==> config.mk <==
export PLATFORM = sky130hd
export DESIGN_NAME = bram_toggle_ctrl
export DESIGN_NICKNAME = d
export VERILOG_FILES = /design/src/rtl/bram_toggle_pkg.sv /design/src/rtl/bram_toggle_chk.sv /design/src/rtl/bram_toggle_ctrl.sv
export SDC_FILE = /design/constraint.sdc
export NUM_CORES = 1
export LEC_CHECK = 0
export BUFFER_PORTS_ARGS = -buffer_cell sky130_fd_sc_hd__buf_2
export CAP_MARGIN = 25
export CORE_ASPECT_RATIO = 0.6
export CORE_MARGIN = 1
export CORE_UTILIZATION = 30
export CTS_BUF_LIST = sky130_fd_sc_hd__clkbuf_2
export DETAILED_ROUTE_END_ITERATION = 12
export PLACE_DENSITY = 0.57
export RECOVER_POWER = 100
export SYNTH_ARGS = -nofsm -noshare
export SYNTH_HDL_FRONTEND = slang
export SYNTH_SLANG_ARGS = --single-unit
==> constraint.sdc <==
create_clock -name clk -period 3.9 [get_ports clk]
set_clock_uncertainty 0.15 [all_clocks]
set_input_delay 0.78 -clock clk [delete_from_list [all_inputs] [get_ports clk]]
set_output_delay 0.78 -clock clk [all_outputs]
set_load 0.02 [all_outputs]
==> src/rtl/bram_toggle_pkg.sv <==
// -----------------------------------------------------------------------------
// bram_toggle_pkg
// Shared types and helpers for the bram_toggle_ctrl power-noise sequencer.
//   state_t  : sequencer states (IDLE, FILL, RUN_ON, RUN_OFF, DRAIN)
//   PAT_BASE : alternating 1010... base pattern, wide enough for any D_WID
//              up to PAT_MAX_W (callers take the low D_WID bits)
//   pat()    : max-toggle word for a given address LSB and pass bit; adjacent
//              words are complementary and every bit flips on each pass
// -----------------------------------------------------------------------------
package bram_toggle_pkg;

  typedef enum logic [2:0] {
    IDLE    = 3'd0,
    FILL    = 3'd1,
    RUN_ON  = 3'd2,
    RUN_OFF = 3'd3,
    DRAIN   = 3'd4
  } state_t;

  localparam int PAT_MAX_W = 64;

  // LSB-aligned, so the low 16 bits read 16'hAAAA
  localparam logic [PAT_MAX_W-1:0] PAT_BASE = {32{2'b10}};

  function automatic logic [PAT_MAX_W-1:0] pat(input logic addr_lsb, input logic pass);
    pat = PAT_BASE ^ {PAT_MAX_W{addr_lsb ^ pass}};
  endfunction

endpackage

==> src/rtl/bram_toggle_chk.sv <==
// -----------------------------------------------------------------------------
// bram_toggle_chk
// Read-data checker for bram_toggle_ctrl. The identity of each issued read
// (valid, address LSB, pass bit) is delayed one cycle to line up with the
// bram's registered read data; the expected pattern is rebuilt from it and
// compared against dout. A mismatch sets the sticky err flag and bumps a
// saturating 16-bit counter on the following edge.
// Ports:
//   clk, rst     clock, asynchronous active-high reset
//   clr          synchronous clear of err / err_cnt (accepted start)
//   rd_vld       a read is issued this cycle
//   rd_addr_lsb  LSB of the address being read
//   rd_pass      pass bit the read location is expected to hold
//   dout         bram read data (one cycle after the read)
//   err          sticky miscompare flag
//   err_cnt      saturating miscompare count
// -----------------------------------------------------------------------------
module bram_toggle_chk
  import bram_toggle_pkg::*;
#(
  parameter int D_WID = 16
) (
  input  logic             clk,
  input  logic             rst,
  input  logic             clr,
  input  logic             rd_vld,
  input  logic             rd_addr_lsb,
  input  logic             rd_pass,
  input  logic [D_WID-1:0] dout,
  output logic             err,
  output logic [15:0]      err_cnt
);

  logic             chk_vld_r;
  logic             chk_lsb_r;
  logic             chk_pass_r;
  logic [D_WID-1:0] exp_s;
  logic             miscmp_s;

  // Expected word for the read whose data is on dout now, and the compare
  always_comb begin
    exp_s    = D_WID'(pat(chk_lsb_r, chk_pass_r));
    miscmp_s = chk_vld_r && (dout != exp_s);
  end

  // One-cycle delay of the read identity to match the bram read latency
  always_ff @(posedge clk or posedge rst) begin
    if (rst) begin
      chk_vld_r  <= 1'b0;
      chk_lsb_r  <= 1'b0;
      chk_pass_r <= 1'b0;
    end else if (clr) begin
      chk_vld_r  <= 1'b0;
      chk_lsb_r  <= 1'b0;
      chk_pass_r <= 1'b0;
    end else begin
      chk_vld_r  <= rd_vld;
      chk_lsb_r  <= rd_addr_lsb;
      chk_pass_r <= rd_pass;
    end
  end

  // Sticky error flag and saturating miscompare counter
  always_ff @(posedge clk or posedge rst) begin
    if (rst) begin
      err     <= 1'b0;
      err_cnt <= 16'h0000;
    end else if (clr) begin
      err     <= 1'b0;
      err_cnt <= 16'h0000;
    end else if (miscmp_s) begin
      err <= 1'b1;
      if (err_cnt != 16'hFFFF) begin
        err_cnt <= err_cnt + 16'd1;
      end else begin
        err_cnt <= err_cnt;
      end
    end else begin
      err     <= err;
      err_cnt <= err_cnt;
    end
  end

endmodule

==> src/rtl/bram_toggle_ctrl.sv <==
// -----------------------------------------------------------------------------
// bram_toggle_ctrl
// Sequencer for one simple-dual-port bram in the power-noise array. It fills
// the memory with a max-toggle pattern, then runs gated read-modify-write
// bursts (ON window of reads+writes every cycle, OFF window idle) to present a
// programmable square-wave current load. Read data is checked against the
// expected pattern so supply-droop corruption gets flagged.
//
// Build option: define BRAM_TOGGLE_CHK_EN to build the read-data checker
// (bram_toggle_chk). Without it dout is unused and err/err_cnt are tied 0;
// addressing, write data and timing are the same in both builds.
//
// Ports:
//   clk       single clock (bram wrclk/rdclk)
//   rst       asynchronous active-high reset
//   start     IDLE -> FILL (ignored outside IDLE, loses to stop)
//   stop      abort to DRAIN from any non-IDLE state
//   on_cyc    ON window length, sampled on every ON entry (0 acts as 1)
//   off_cyc   OFF window length, sampled on every OFF entry (0 = no OFF)
//   wraddr    bram write address
//   din       bram write data
//   we        bram write enable
//   porta_en  bram port A enable (mirrors we)
//   portb_en  bram port B read address register enable
//   rdaddr    bram read address
//   dout      bram read data, one cycle after rdaddr/portb_en
//   busy      high in every state except IDLE
//   run_on    high in RUN_ON (scope trigger marker)
//   err       sticky miscompare flag, cleared by start
//   err_cnt   saturating miscompare count, cleared by start
// -----------------------------------------------------------------------------
module bram_toggle_ctrl
  import bram_toggle_pkg::*;
#(
  parameter int A_WID   = 11,
  parameter int D_WID   = 16,
  parameter int CNT_WID = 16
) (
  input  logic               clk,
  input  logic               rst,
  input  logic               start,
  input  logic               stop,
  input  logic [CNT_WID-1:0] on_cyc,
  input  logic [CNT_WID-1:0] off_cyc,
  output logic [A_WID-1:0]   wraddr,
  output logic [D_WID-1:0]   din,
  output logic               we,
  output logic               porta_en,
  output logic               portb_en,
  output logic [A_WID-1:0]   rdaddr,
  input  logic [D_WID-1:0]   dout,
  output logic               busy,
  output logic               run_on,
  output logic               err,
  output logic [15:0]        err_cnt
);

  localparam logic [A_WID-1:0]   ADDR_ZERO = {A_WID{1'b0}};
  localparam logic [A_WID-1:0]   ADDR_ONE  = {{(A_WID-1){1'b0}}, 1'b1};
  localparam logic [D_WID-1:0]   DATA_ZERO = {D_WID{1'b0}};
  localparam logic [CNT_WID-1:0] CNT_ZERO  = {CNT_WID{1'b0}};
  localparam logic [CNT_WID-1:0] CNT_ONE   = {{(CNT_WID-1){1'b0}}, 1'b1};

  state_t             state_r;
  // In FILL: address written this cycle. In RUN_ON: address read this cycle.
  // In RUN_OFF: next address to read when the burst resumes.
  logic [A_WID-1:0]   addr_r;
  logic               pass_r;
  logic [CNT_WID-1:0] win_cnt_r;

  logic [A_WID-1:0]   addr_inc_s;
  logic               addr_last_s;
  logic [CNT_WID-1:0] on_load_s;
  logic               start_ok_s;
  logic [D_WID-1:0]   fill_pat_s;
  logic [D_WID-1:0]   rmw_pat_s;

  // Next-address, window reload and pattern words used by the sequencer
  always_comb begin
    addr_inc_s  = addr_r + ADDR_ONE;
    addr_last_s = &addr_r;
    if (on_cyc == CNT_ZERO) begin
      on_load_s = CNT_ONE;
    end else begin
      on_load_s = on_cyc;
    end
    start_ok_s = (state_r == IDLE) && start && !stop;
    fill_pat_s = D_WID'(pat(addr_inc_s[0], 1'b0));
    // The read of addr_r this cycle becomes next cycle's write of the next pass
    rmw_pat_s  = D_WID'(pat(addr_r[0], ~pass_r));
  end

  // Sequencer FSM with registered bram controls and status outputs
  always_ff @(posedge clk or posedge rst) begin
    if (rst) begin
      state_r   <= IDLE;
      addr_r    <= ADDR_ZERO;
      pass_r    <= 1'b0;
      win_cnt_r <= CNT_ZERO;
      wraddr    <= ADDR_ZERO;
      din       <= DATA_ZERO;
      we        <= 1'b0;
      porta_en  <= 1'b0;
      portb_en  <= 1'b0;
      rdaddr    <= ADDR_ZERO;
      busy      <= 1'b0;
      run_on    <= 1'b0;
    end else begin
      case (state_r)
        IDLE: begin
          if (start_ok_s) begin
            state_r  <= FILL;
            addr_r   <= ADDR_ZERO;
            pass_r   <= 1'b0;
            wraddr   <= ADDR_ZERO;
            din      <= D_WID'(pat(1'b0, 1'b0));
            we       <= 1'b1;
            porta_en <= 1'b1;
            busy     <= 1'b1;
          end else begin
            state_r <= IDLE;
          end
        end

        FILL: begin
          if (stop) begin
            // Nothing is pending in FILL: the current write lands this edge
            state_r  <= DRAIN;
            we       <= 1'b0;
            porta_en <= 1'b0;
          end else if (addr_last_s) begin
            state_r   <= RUN_ON;
            addr_r    <= ADDR_ZERO;
            pass_r    <= 1'b0;
            we        <= 1'b0;
            porta_en  <= 1'b0;
            rdaddr    <= ADDR_ZERO;
            portb_en  <= 1'b1;
            run_on    <= 1'b1;
            win_cnt_r <= on_load_s;
          end else begin
            addr_r <= addr_inc_s;
            wraddr <= addr_inc_s;
            din    <= fill_pat_s;
          end
        end

        RUN_ON: begin
          // Write back the location read this cycle, in every exit path
          wraddr   <= addr_r;
          din      <= rmw_pat_s;
          we       <= 1'b1;
          porta_en <= 1'b1;
          addr_r   <= addr_inc_s;
          if (addr_last_s) begin
            pass_r <= ~pass_r;
          end else begin
            pass_r <= pass_r;
          end
          if (stop) begin
            state_r  <= DRAIN;
            portb_en <= 1'b0;
            run_on   <= 1'b0;
          end else if (win_cnt_r <= CNT_ONE) begin
            if (off_cyc == CNT_ZERO) begin
              // No OFF window: start the next burst back-to-back
              win_cnt_r <= on_load_s;
              rdaddr    <= addr_inc_s;
            end else begin
              state_r   <= RUN_OFF;
              win_cnt_r <= off_cyc;
              portb_en  <= 1'b0;
              run_on    <= 1'b0;
            end
          end else begin
            win_cnt_r <= win_cnt_r - CNT_ONE;
            rdaddr    <= addr_inc_s;
          end
        end

        RUN_OFF: begin
          // The trailing write completes in the first OFF cycle only
          we       <= 1'b0;
          porta_en <= 1'b0;
          if (stop) begin
            state_r <= DRAIN;
          end else if (win_cnt_r <= CNT_ONE) begin
            state_r   <= RUN_ON;
            win_cnt_r <= on_load_s;
            rdaddr    <= addr_r;
            portb_en  <= 1'b1;
            run_on    <= 1'b1;
          end else begin
            win_cnt_r <= win_cnt_r - CNT_ONE;
          end
        end

        DRAIN: begin
          state_r   <= IDLE;
          addr_r    <= ADDR_ZERO;
          pass_r    <= 1'b0;
          win_cnt_r <= CNT_ZERO;
          wraddr    <= ADDR_ZERO;
          din       <= DATA_ZERO;
          we        <= 1'b0;
          porta_en  <= 1'b0;
          portb_en  <= 1'b0;
          rdaddr    <= ADDR_ZERO;
          busy      <= 1'b0;
          run_on    <= 1'b0;
        end

        default: begin
          state_r   <= IDLE;
          addr_r    <= ADDR_ZERO;
          pass_r    <= 1'b0;
          win_cnt_r <= CNT_ZERO;
          wraddr    <= ADDR_ZERO;
          din       <= DATA_ZERO;
          we        <= 1'b0;
          porta_en  <= 1'b0;
          portb_en  <= 1'b0;
          rdaddr    <= ADDR_ZERO;
          busy      <= 1'b0;
          run_on    <= 1'b0;
        end
      endcase
    end
  end

`ifdef BRAM_TOGGLE_CHK_EN
  // pass_r always describes the location on rdaddr while portb_en is high
  bram_toggle_chk #(
    .D_WID (D_WID)
  ) u_chk (
    .clk         (clk),
    .rst         (rst),
    .clr         (start_ok_s),
    .rd_vld      (portb_en),
    .rd_addr_lsb (rdaddr[0]),
    .rd_pass     (pass_r),
    .dout        (dout),
    .err         (err),
    .err_cnt     (err_cnt)
  );
`else
  logic unused_dout_s;
  assign unused_dout_s = ^dout;
  assign err           = 1'b0;
  assign err_cnt       = 16'h0000;
`endif

endmodule
Word level (Yosys, flattened, before mapping)

Cells that the tools add are included.

Reductions and logical operators: 17
Bitwise logic cells: 7
$lt $le $gt $ge: 1
Equal/unequal tests: 16
Mux-type cells: 54
Add/subtract/negate cells: 2

Operator list:

| cell                                                             | number |
|---|---|
| two-way mux 16 bit                                               | 11 |
| two-way mux 11 bit                                               | 12 |
| case mux 11 bit (4 select lines)                                 | 3 |
| case mux 16 bit (4 select lines)                                 | 2 |
| logical NOT 16 bit                                               | 2 |
| two-way mux 3 bit                                                | 7 |
| less-or-equal comparator 16 x 1 -> 1 bit (second input constant) | 1 |
| inequality test 2 bit (second input constant)                    | 8 |
| NOT 8 bit                                                        | 2 |
| subtractor 16 x 1 -> 16 bit (second input constant)              | 1 |
| inequality test 3 bit (second input constant)                    | 5 |
| two-way mux 1 bit                                                | 14 |
| AND reduction 7 bit                                              | 2 |
| case mux 3 bit (4 select lines)                                  | 1 |
| adder 11 x 1 -> 11 bit (second input constant)                   | 1 |
| AND reduction 11 bit                                             | 1 |
| AND reduction 5 bit                                              | 2 |
| case mux 1 bit (4 select lines)                                  | 2 |
| AND reduction 4 bit                                              | 2 |
| == test 3 x 2 -> 1 bit (second input constant)                   | 2 |
| NOT 1 bit                                                        | 4 |
| AND reduction 2 bit                                              | 2 |
| == test 3 x 1 -> 1 bit (second input constant)                   | 1 |
| logical NOT 3 bit                                                | 1 |
| other kinds (7)                                                  | 8 |

Bits in registers: 72
Output and inout bits: 60
Input port bits: 52

Logic depth before layout (Yosys ltp)

Gate-level depths: netlist of run 1.

Word-level depth: 6
Mapped depth: 9
Depth with buffers taken out: 8

Worst setup path before layout of run 1

Ideal clock, no wire load.

Path kind: in2reg
Start: input off_cyc[2]
End: register win_cnt_r[13]
Setup slack: 1466 ps
Stages: 7
Arrival time: 2218 ps
Library setup time: 66 ps
Buffers on the path: 1
Cell sequence: nor4_1 -> and4_1 -> a21oi_1 -> a2111oi_4 -> buf_6 -> a22oi_2 -> nand2_1

Cells in the longest elaborated chain, start to end: 5

Ends and longest elaborated chain:

| item                             | RTL line                | RTL |
|---|---|---|
| start, declared                  | bram_toggle_ctrl.sv:44  | `input logic [CNT_WID-1:0] off_cyc,` |
| logical NOT 16 bit               | bram_toggle_ctrl.sv:165 | `if (off_cyc == CNT_ZERO) begin` |
| two-way mux 16 bit               | bram_toggle_ctrl.sv:165 |  |
| two-way mux 16 bit               | bram_toggle_ctrl.sv:164 | `end else if (win_cnt_r <= CNT_ONE) begin` |
| two-way mux 16 bit               | bram_toggle_ctrl.sv:160 | `if (stop) begin` |
| case mux 16 bit (4 select lines) | bram_toggle_ctrl.sv:109 | `case (state_r)` |
| end signal, assigned             | bram_toggle_ctrl.sv:167 | `win_cnt_r <= on_load_s;` |
| end signal, assigned             | bram_toggle_ctrl.sv:171 | `win_cnt_r <= off_cyc;` |
| end signal, assigned             | bram_toggle_ctrl.sv:176 | `win_cnt_r <= win_cnt_r - CNT_ONE;` |
| end, declared                    | bram_toggle_ctrl.sv:69  | `logic [CNT_WID-1:0] win_cnt_r;` |

Every way passes these cells. The select of a mux whose other input is x is not followed.
A chain may end at the register's enable or synchronous reset.

Worst setup path after layout of run 1

Start: register addr_r[1]
End: register rdaddr[2]

Cells in the longest elaborated chain, start to end: 5
Elaborated cells on any way between the ends: 8

Ends and longest elaborated chain:

| item                             | RTL line                | RTL |
|---|---|---|
| start, declared                  | bram_toggle_ctrl.sv:67  | `logic [A_WID-1:0] addr_r;` |
| start signal, assigned           | bram_toggle_ctrl.sv:142 | `addr_r <= addr_inc_s;` |
| start signal, assigned           | bram_toggle_ctrl.sv:154 | `addr_r <= addr_inc_s;` |
| adder 11 x 1 -> 11 bit           | bram_toggle_ctrl.sv:80  | `addr_inc_s = addr_r + ADDR_ONE;` |
| two-way mux 11 bit               | bram_toggle_ctrl.sv:165 |  |
| two-way mux 11 bit               | bram_toggle_ctrl.sv:164 |  |
| two-way mux 11 bit               | bram_toggle_ctrl.sv:160 |  |
| case mux 11 bit (4 select lines) | bram_toggle_ctrl.sv:109 |  |
| end signal, assigned             | bram_toggle_ctrl.sv:168 | `rdaddr <= addr_inc_s;` |
| end signal, assigned             | bram_toggle_ctrl.sv:177 | `rdaddr <= addr_inc_s;` |
| end signal, assigned             | bram_toggle_ctrl.sv:190 | `rdaddr <= addr_r;` |
| end, declared                    | bram_toggle_ctrl.sv:50  | `output logic [A_WID-1:0] rdaddr,` |

Parallel ways exist; a longest one is shown, timed or not. The select of a mux whose other input is x is not followed.

==> summary.md, run 1 <==
| Metric | Value |
|---|---|
| Area growth syn-to-layout | 9.31% |
| Fill cells | 1295 |
| RSZ-0062 raised after global routing | no |
| Worst-Skew Late Latency | 0.54 ns |
| Post CTS Setup Buffer Count | 0 |
| Post-synthesis compound-gate area fraction | 0.245 |
| H-tree depth | 3 |
| Largest family of logic cells by synthesized area | compound AO/OA/AOI/OAI gates |
| Worst Path Max Fanout | 16 |
| Reg2Reg Setup Slack | 0.93 ns |
| Number of max-cap violations | 0 |
| HP Class | input pin to async pin |
| Post-synthesis async set-or-reset flop share | 1.00 |
| Global-route wire length before repair | 18600 um |
| Number of global-route vias before repair | 3456 |
| Antenna Nets Post-Route | 0 |
| R2r worst-path depth | 6 |
| Xor and xnor area share after synthesis | 0.0382 |
| HPWL after detailed placement | 8390 um |
| Peak supply drop | 0.000164 V |
| Die Wd | 149 um |
| Reg2reg start | addr_r[1] |
| Slew Limit Fails | 0 |
| Hold Vio Cnt, Final | 0 |
| Top FF cell, synth | dfrtp_1 |
| Total grt overflow | 0 |
| Final WS setup | 0.927 ns |
| Area share of the largest cell type after synthesis | 0.373 |
| CTS Hold Bufs | 0 |
| Tcrit/Tclk final | 0.762 |
| IO Count | 112 |
| Die H | 90.3 um |
| Netlist cell types | 71 |
| CP Capture Type | flip-flop |
| Core box area | 12400 sq um |
| Violation count after the first detailed-route iteration | 263 |
| Fraction of layout cells with a size suffix above 1 | 0.141 |
| Synth warnings | 0 |
| IO buf count | 78 |
| 1st-pass router iterations | 5 |
| Rows | 31 |
| Final setup violation count | 0 |
| Synthesized flop and latch total | 58 |
| Total track usage | 0.178 |
| Post-synthesis sequential area ratio | 0.373 |
| CTS max path bufs | 2 |
| Clk slew on worst S/H paths | 0.20 ns |
| Setup TNS | 0 ns |
| Worst Path Arrival | 3.23 ns |
| CTS tree | done |
| Syn Inst Count | 456 |
| CP required | 4.16 ns |
| Pre-CTS setup slack | 0.900 ns |
| Max Fclk | 336 MHz |
| Synth Area in Adders | 0.00963 |
| Status | complete, no violations |
| R2R Path End | rdaddr[2] |
| Lkg Pwr | 1.93 nW |
| Initial Util | 0.315 |
| # resized after CTS | 0 |
| Critical Path End | rdaddr[2] |
| Wire length per cell | 16.4 um |
| Largest net degree at the start of global routing | 43 |
| Vias per cell | 5.36 |
| Crit path launch | addr_r[1] |
| Clock buffer count from CTS | 9 |
| Post-synthesis mux area share | 0.00546 |
| Ranking of synthesized cells by area | dfrtp_1 37%, buf_4 6.7%, nor2_1 4.9% |
| Max-slew headroom | 0.419 |
| Hold WS | 0.172 ns |
| Antenna cells | 0 |
| DR vias | 3664 |
| Mapped cell area | 3900 sq um |
| Die area | 13500 sq um |
| Power density cells | 341 nW/um^2 |
| Final GP Congestion | 0.916 |
| Post-synthesis average cell area | 8.54 sq um |
| Antenna violations before repair | 0 |
| Startpoint types | flip-flop |
| Post-synth EDFFs | 0 |
| Largest area contributor in the netlist | dfrtp_1 |
| Clk root buf | clkbuf_2 |
| Min cycle time layout | 2.97 ns |
| Drt drc | 0 |
| Sink Count | 58 |
| WL final | 11200 um |
| Post-Synth Simple-Gate Area | 0.219 |
| Nets | 568 |
| Crit Path Category | flip-flop to flip-flop |
| Worst Max-Slew Pin Slew | 0.870 ns |
==> kinds of logic after synthesis <==
| family | Yosys count |
|---|---|
| compound gates | 138 |
| xor+xnor | 17 |
| fa+ha+maj | 3 |
| buf+inv | 67 |
| flops | 58 |
| mux | 2 |
| other cells | 1 |
| simple gates | 170 |
==> layer usage <==
metal,share of wire,wire length [um],GRT usage
met1,0.51,5750,0.268
met2,0.40,4500,0.241
met5,0,0,0
met3,0.081,906,0.0581
met4,0.0065,73,0.0340
==> stage by stage <==
step | cells | util | area, sq um | power (W)
finish | 683 | 0.344 | 4260 | 0.00145
global route | 683 | 0.344 | 4260 | 0.00155
CTS | 682 | 0.353 | 4370 | 0.00149
detailed placement | 666 | 0.342 | 4230 | 0.00103
global placement | 666 | 0.342 | 4230 | 0.00103
floorplan | 472 | - | 3960 | 0.000959
==> cell type report <==
| cell class | instances | area (sq um) | share of cell area |
|---|---|---|---|
| inverter | 10 | 37.5 | 0.00881 |
| timing repair buffer | 87 | 400 | 0.0940 |
| tap | 165 | 206 | 0.0485 |
| multi-input combinational | 347 | 2030 | 0.477 |
| sequential | 58 | 1450 | 0.341 |
| clock buffer | 10 | 50.0 | 0.0118 |
| clock inverter | 6 | 81.3 | 0.0191 |
==> cell usage after synthesis, drive strengths merged, types with 2 or more instances <==
library cell / number
a221oi: 5
a2111oi: 2
nor3: 14
nand3: 10
nand3b: 2
nor4: 13
o21ai: 33
inv: 10
o41ai: 2
nand4: 2
a22oi: 9
o31ai: 6
or3: 3
a21oi: 36
and2: 3
and3: 8
and4: 3
a211oi: 2
nor2b: 4
nand2b: 5
dfrtp: 58
clkbuf: 11
a21o: 2
nor2: 52
a22o: 2
or4: 2
a211o: 2
a221o: 4
a31oi: 7
o21a: 4
o32ai: 2
buf: 46
o2bb2ai: 11
xor2: 4
xnor2: 13
ha: 3
nand2: 46
==> worst min path at each step <==
stage	slack, ns	start	end
floorplan	0.31	win_cnt_r[9]	win_cnt_r[9]
finish	0.17	rst	win_cnt_r[4]
global route	0.18	rst	wraddr[0]
detailed placement	0.32	rdaddr[4]	rdaddr[4]
global placement	0.32	rdaddr[4]	rdaddr[4]
CTS	0.04	rst	run_on
==> state kept, by name (all words and copies together), names as in the netlist <==
| register | cells |
|---|---|
| run_on | 1 |
| addr_r | 11 |
| rdaddr | 11 |
| win_cnt_r | 16 |
| porta_en | 1 |
| state_r | 3 |
| wraddr | 11 |
| busy | 1 |
| din | 2 |
| pass_r | 1 |
==> worst max-delay path: stages (launching register included) <==
cell and delay [ns]:
dfrtp_1 0.49, ha_1 0.33, and4_1 0.39, nand3_1 0.28
o21a_1 0.49, o21bai_1 0.49, o2bb2ai_1 0.23
==> report_power, final <==
group	switching [W]	leakage, nW	internal (W)
sequential	0.0000295	0.780	0.000635
combinational	0.000244	1.07	0.0000907
clock	0.000244	0.0793	0.000210
total	0.000517	1.93	0.000936
==> placed cells by master, fill, tap and decap left out, types with 5 or more instances in the layout <==
cell,synthesis,layout
a21oi_1,36,36
a221oi_1,2,5
a22oi_1,8,9
a31oi_1,7,7
and3_1,8,8
buf_2,5,35
buf_4,35,8
clkbuf_1,10,44
clkbuf_2,0,10
conb_1,1,17
dfrtp_1,58,58
inv_1,10,10
nand2_1,45,45
nand2b_1,5,5
nand3_1,9,10
nor2_1,51,52
nor3_1,13,13
nor4_1,11,11
o21ai_0,32,32
o2bb2ai_1,11,11
o31ai_1,6,6
xnor2_1,13,13
Note: power is estimated with default switching activity, not from simulation.
==> inputs of run 2 (changes only) <==
PLACE_DENSITY = 0.59   (was 0.57)
clock period = 2.7 ns   (was 3.9 ns; I/O delays follow)
==> summary.md, run 2 (synthesis gave the netlist of run 1 again) <==
| Metric | Value |
|---|---|
| Status | complete, no violations (unchanged) |
| Number of global-route vias before repair | 3550 (was 3456) |
| Max-slew headroom | 0.235 (was 0.419) |
| Largest net degree at the start of global routing | 23 (was 43) |
| HP Class | input pin to flip-flop (was input pin to async pin) |
| IO buf count | 78 (unchanged) |
| Biggest register | win_cnt_r (unchanged) |
| Violation count after the first detailed-route iteration | 370 (was 263) |
| Most common cell after layout, fill and taps aside | dfrtp_1 (unchanged) |
| Max incr delay on CP | 0.50 ns (was 0.49 ns) |
| Die Wd | 149 um (unchanged) |
| CTS tree | done (unchanged) |
| Hold Vio Cnt, Final | 0 (unchanged) |
| Clk root buf | clkbuf_2 (unchanged) |
| Initial Util | 0.315 (unchanged) |
| Antenna Nets Post-Route | 0 (unchanged) |
| Crit Path Category | flip-flop to flip-flop (unchanged) |
| R2r worst-path depth | 8 (was 6) |
| Final GP Congestion | 0.908 (was 0.916) |
| Antenna cells | 0 (unchanged) |
| Reg2reg start | addr_r[1] (unchanged) |
| CTS max path bufs | 2 (unchanged) |
| Total grt overflow | 0 (unchanged) |
| Endpoint, Worst Hold | win_cnt_r[1] |
| Power density cells | 455 nW/um^2 (was 341 nW/um^2) |
| Hold path depth | 3 |
| Number of max-cap violations | 0 (unchanged) |
| Post CTS Setup Buffer Count | 0 (unchanged) |
| Startpoint types | flip-flop (unchanged) |
| Tcrit/Tclk final | 0.926 (was 0.762) |
| Area of the multi-input gates | 2060 sq um (was 2030 sq um) |
| Antenna violations before repair | 0 (unchanged) |
| Lkg Pwr | 2.01 nW (was 1.93 nW) |
| Clock buffer count from CTS | 9 (unchanged) |
| Die area | 13500 sq um (unchanged) |
| CP required | 3.02 ns (was 4.16 ns) |
| Crit path launch | addr_r[1] (unchanged) |
| Fill cells | 1294 (was 1295) |
| Worst Path Arrival | 2.82 ns (was 3.23 ns) |
| Max Fclk | 400 MHz (was 336 MHz) |
| Worst Max-Slew Pin Slew | 1.15 ns (was 0.870 ns) |
| Flip-flop count of the largest register after layout | 16 (unchanged) |
| R2R Path End | win_cnt_r[11] (was rdaddr[2]) |
| Core box area | 12400 sq um (unchanged) |
| Global-route wire length before repair | 19200 um (was 18600 um) |
| Drt drc | 0 (unchanged) |
| Vias per cell | 5.40 (was 5.36) |
| Area growth syn-to-layout | 13.8% (was 9.31%) |
| Post-Layout Inst Area | 4440 sq um (was 4260 sq um) |
| Clk slew on worst S/H paths | 0.19 ns (was 0.20 ns) |
| IO Count | 112 (unchanged) |
| Sink Count | 58 (unchanged) |
| RSZ-0062 raised after global routing | no (unchanged) |
| Min cycle time layout | 2.50 ns (was 2.97 ns) |
| Crit-path slowest cell | dfrtp_1 (unchanged) |
| Post-DP Area | 4420 sq um (was 4230 sq um) |
| Final setup violation count | 0 (unchanged) |
| Total track usage | 0.184 (was 0.178) |
| Fraction of layout cells with a size suffix above 1 | 0.174 (was 0.141) |
| Setup TNS | 0 ns (unchanged) |
| Die H | 90.3 um (unchanged) |
| Reg2Reg Setup Slack | 0.20 ns (was 0.93 ns) |
| Crit-path cells | ha_1 > and4_2 > nand3_2 > o21a_1 > a2111oi_4 > buf_12 > a221oi_1 > nand2_1 (was ha_1 > and4_1 > nand3_1 > o21a_1 > o21bai_1 > o2bb2ai_1) |
| Worst-Skew Late Latency | 0.54 ns (about the same) |
| H-tree depth | 3 (unchanged) |
| 1st-pass router iterations | 5 (unchanged) |
| WL final | 11800 um (was 11200 um) |
| Slew Limit Fails | 0 (unchanged) |
| Register area | 1450 sq um (unchanged) |
| DR vias | 3815 (was 3664) |
| CP Capture Type | flip-flop (unchanged) |
| Wire length per cell | 16.7 um (was 16.4 um) |
| Nets | 591 (was 568) |
| Worst Path Max Fanout | 15 (was 16) |
| HPWL after detailed placement | 9000 um (was 8390 um) |
| Commonest non-fill, non-tap cells in the layout | 58 x dfrtp_1, 51 x nor2_1, 47 x clkbuf_1 (was 58 x dfrtp_1, 52 x nor2_1, 45 x nand2_1) |
| Rows | 31 (unchanged) |
| Peak supply drop | 0.000175 V (was 0.000164 V) |
| Hold_sp | on_cyc[1] |
-- run 2: cell count changes in the layout (fill, tap and decap cells not counted), sizes merged --
cell / delta
buf: +18
clkinvlp: +1
clkbuf: +4
bufinv: -1
dlygate4sd3: +1
-- run 2: how the worst max path moves through the flow --
stage	to	slack (ns)
after floorplan	win_cnt_r[13]	0.42
after global placement	win_cnt_r[14]	0.21
after detailed placement	win_cnt_r[14]	0.21
after CTS	win_cnt_r[14]	0.17
after global routing	wraddr[6]	0.05
final	win_cnt_r[11]	0.20
-- run 2: critical path, delay by kind of cell (launching register included) --
kind / cells / cell delay (ns)
buf+inv: 1 / 0.19
simple gates: 3 / 0.63
fa+ha+maj: 1 / 0.20
compound gates: 3 / 0.74
flops: 1 / 0.50
-- run 2: layout make-up --
cell class | count | share of cell area
multi-input combinational | 347 | 0.464
sequential | 58 | 0.327
timing repair buffer | 110 | 0.129
tap | 165 | 0.0465
clock inverter | 6 | 0.0130
clock buffer | 10 | 0.0113
inverter | 10 | 0.00846
-- run 2: power breakdown --
group | total (W) | leakage [nW] | internal [W] | switching [W]
clock network | 0.000556 | 0.0630 | 0.000209 | 0.000347
logic | 0.000501 | 1.17 | 0.000142 | 0.000359
registers | 0.000961 | 0.780 | 0.000917 | 0.0000440
total | 0.00202 | 2.01 | 0.00127 | 0.000749
-- run 2: through the flow --
stage	utilization	hold WS, ns	worst slack, ns	power, W	instances
after floorplan	-	0.314	0.419	0.00139	472
after global placement	0.357	0.324	0.210	0.00150	689
after detailed placement	0.357	0.330	0.205	0.00151	689
after CTS	0.367	0.0386	0.173	0.00207	706
after global routing	0.358	0.0380	0.0497	0.00214	706
final	0.358	0.0752	0.201	0.00202	706
-- run 2: per-layer routing --
layer  GRT usage  vias up  routed length (um)
met5           0        -                   0
met4      0.0391        0                  90
met2       0.245      190                4690
met3      0.0646       12                1130
met1       0.277     1843                5860
li1            -     1770                   -
-- run 2: what timing repair did --
item                                   CTS  global route
resized for setup                        0             1
hold buffers                             1             0
endpoints found under the hold margin   15             0
setup endpoints to repair                0             2
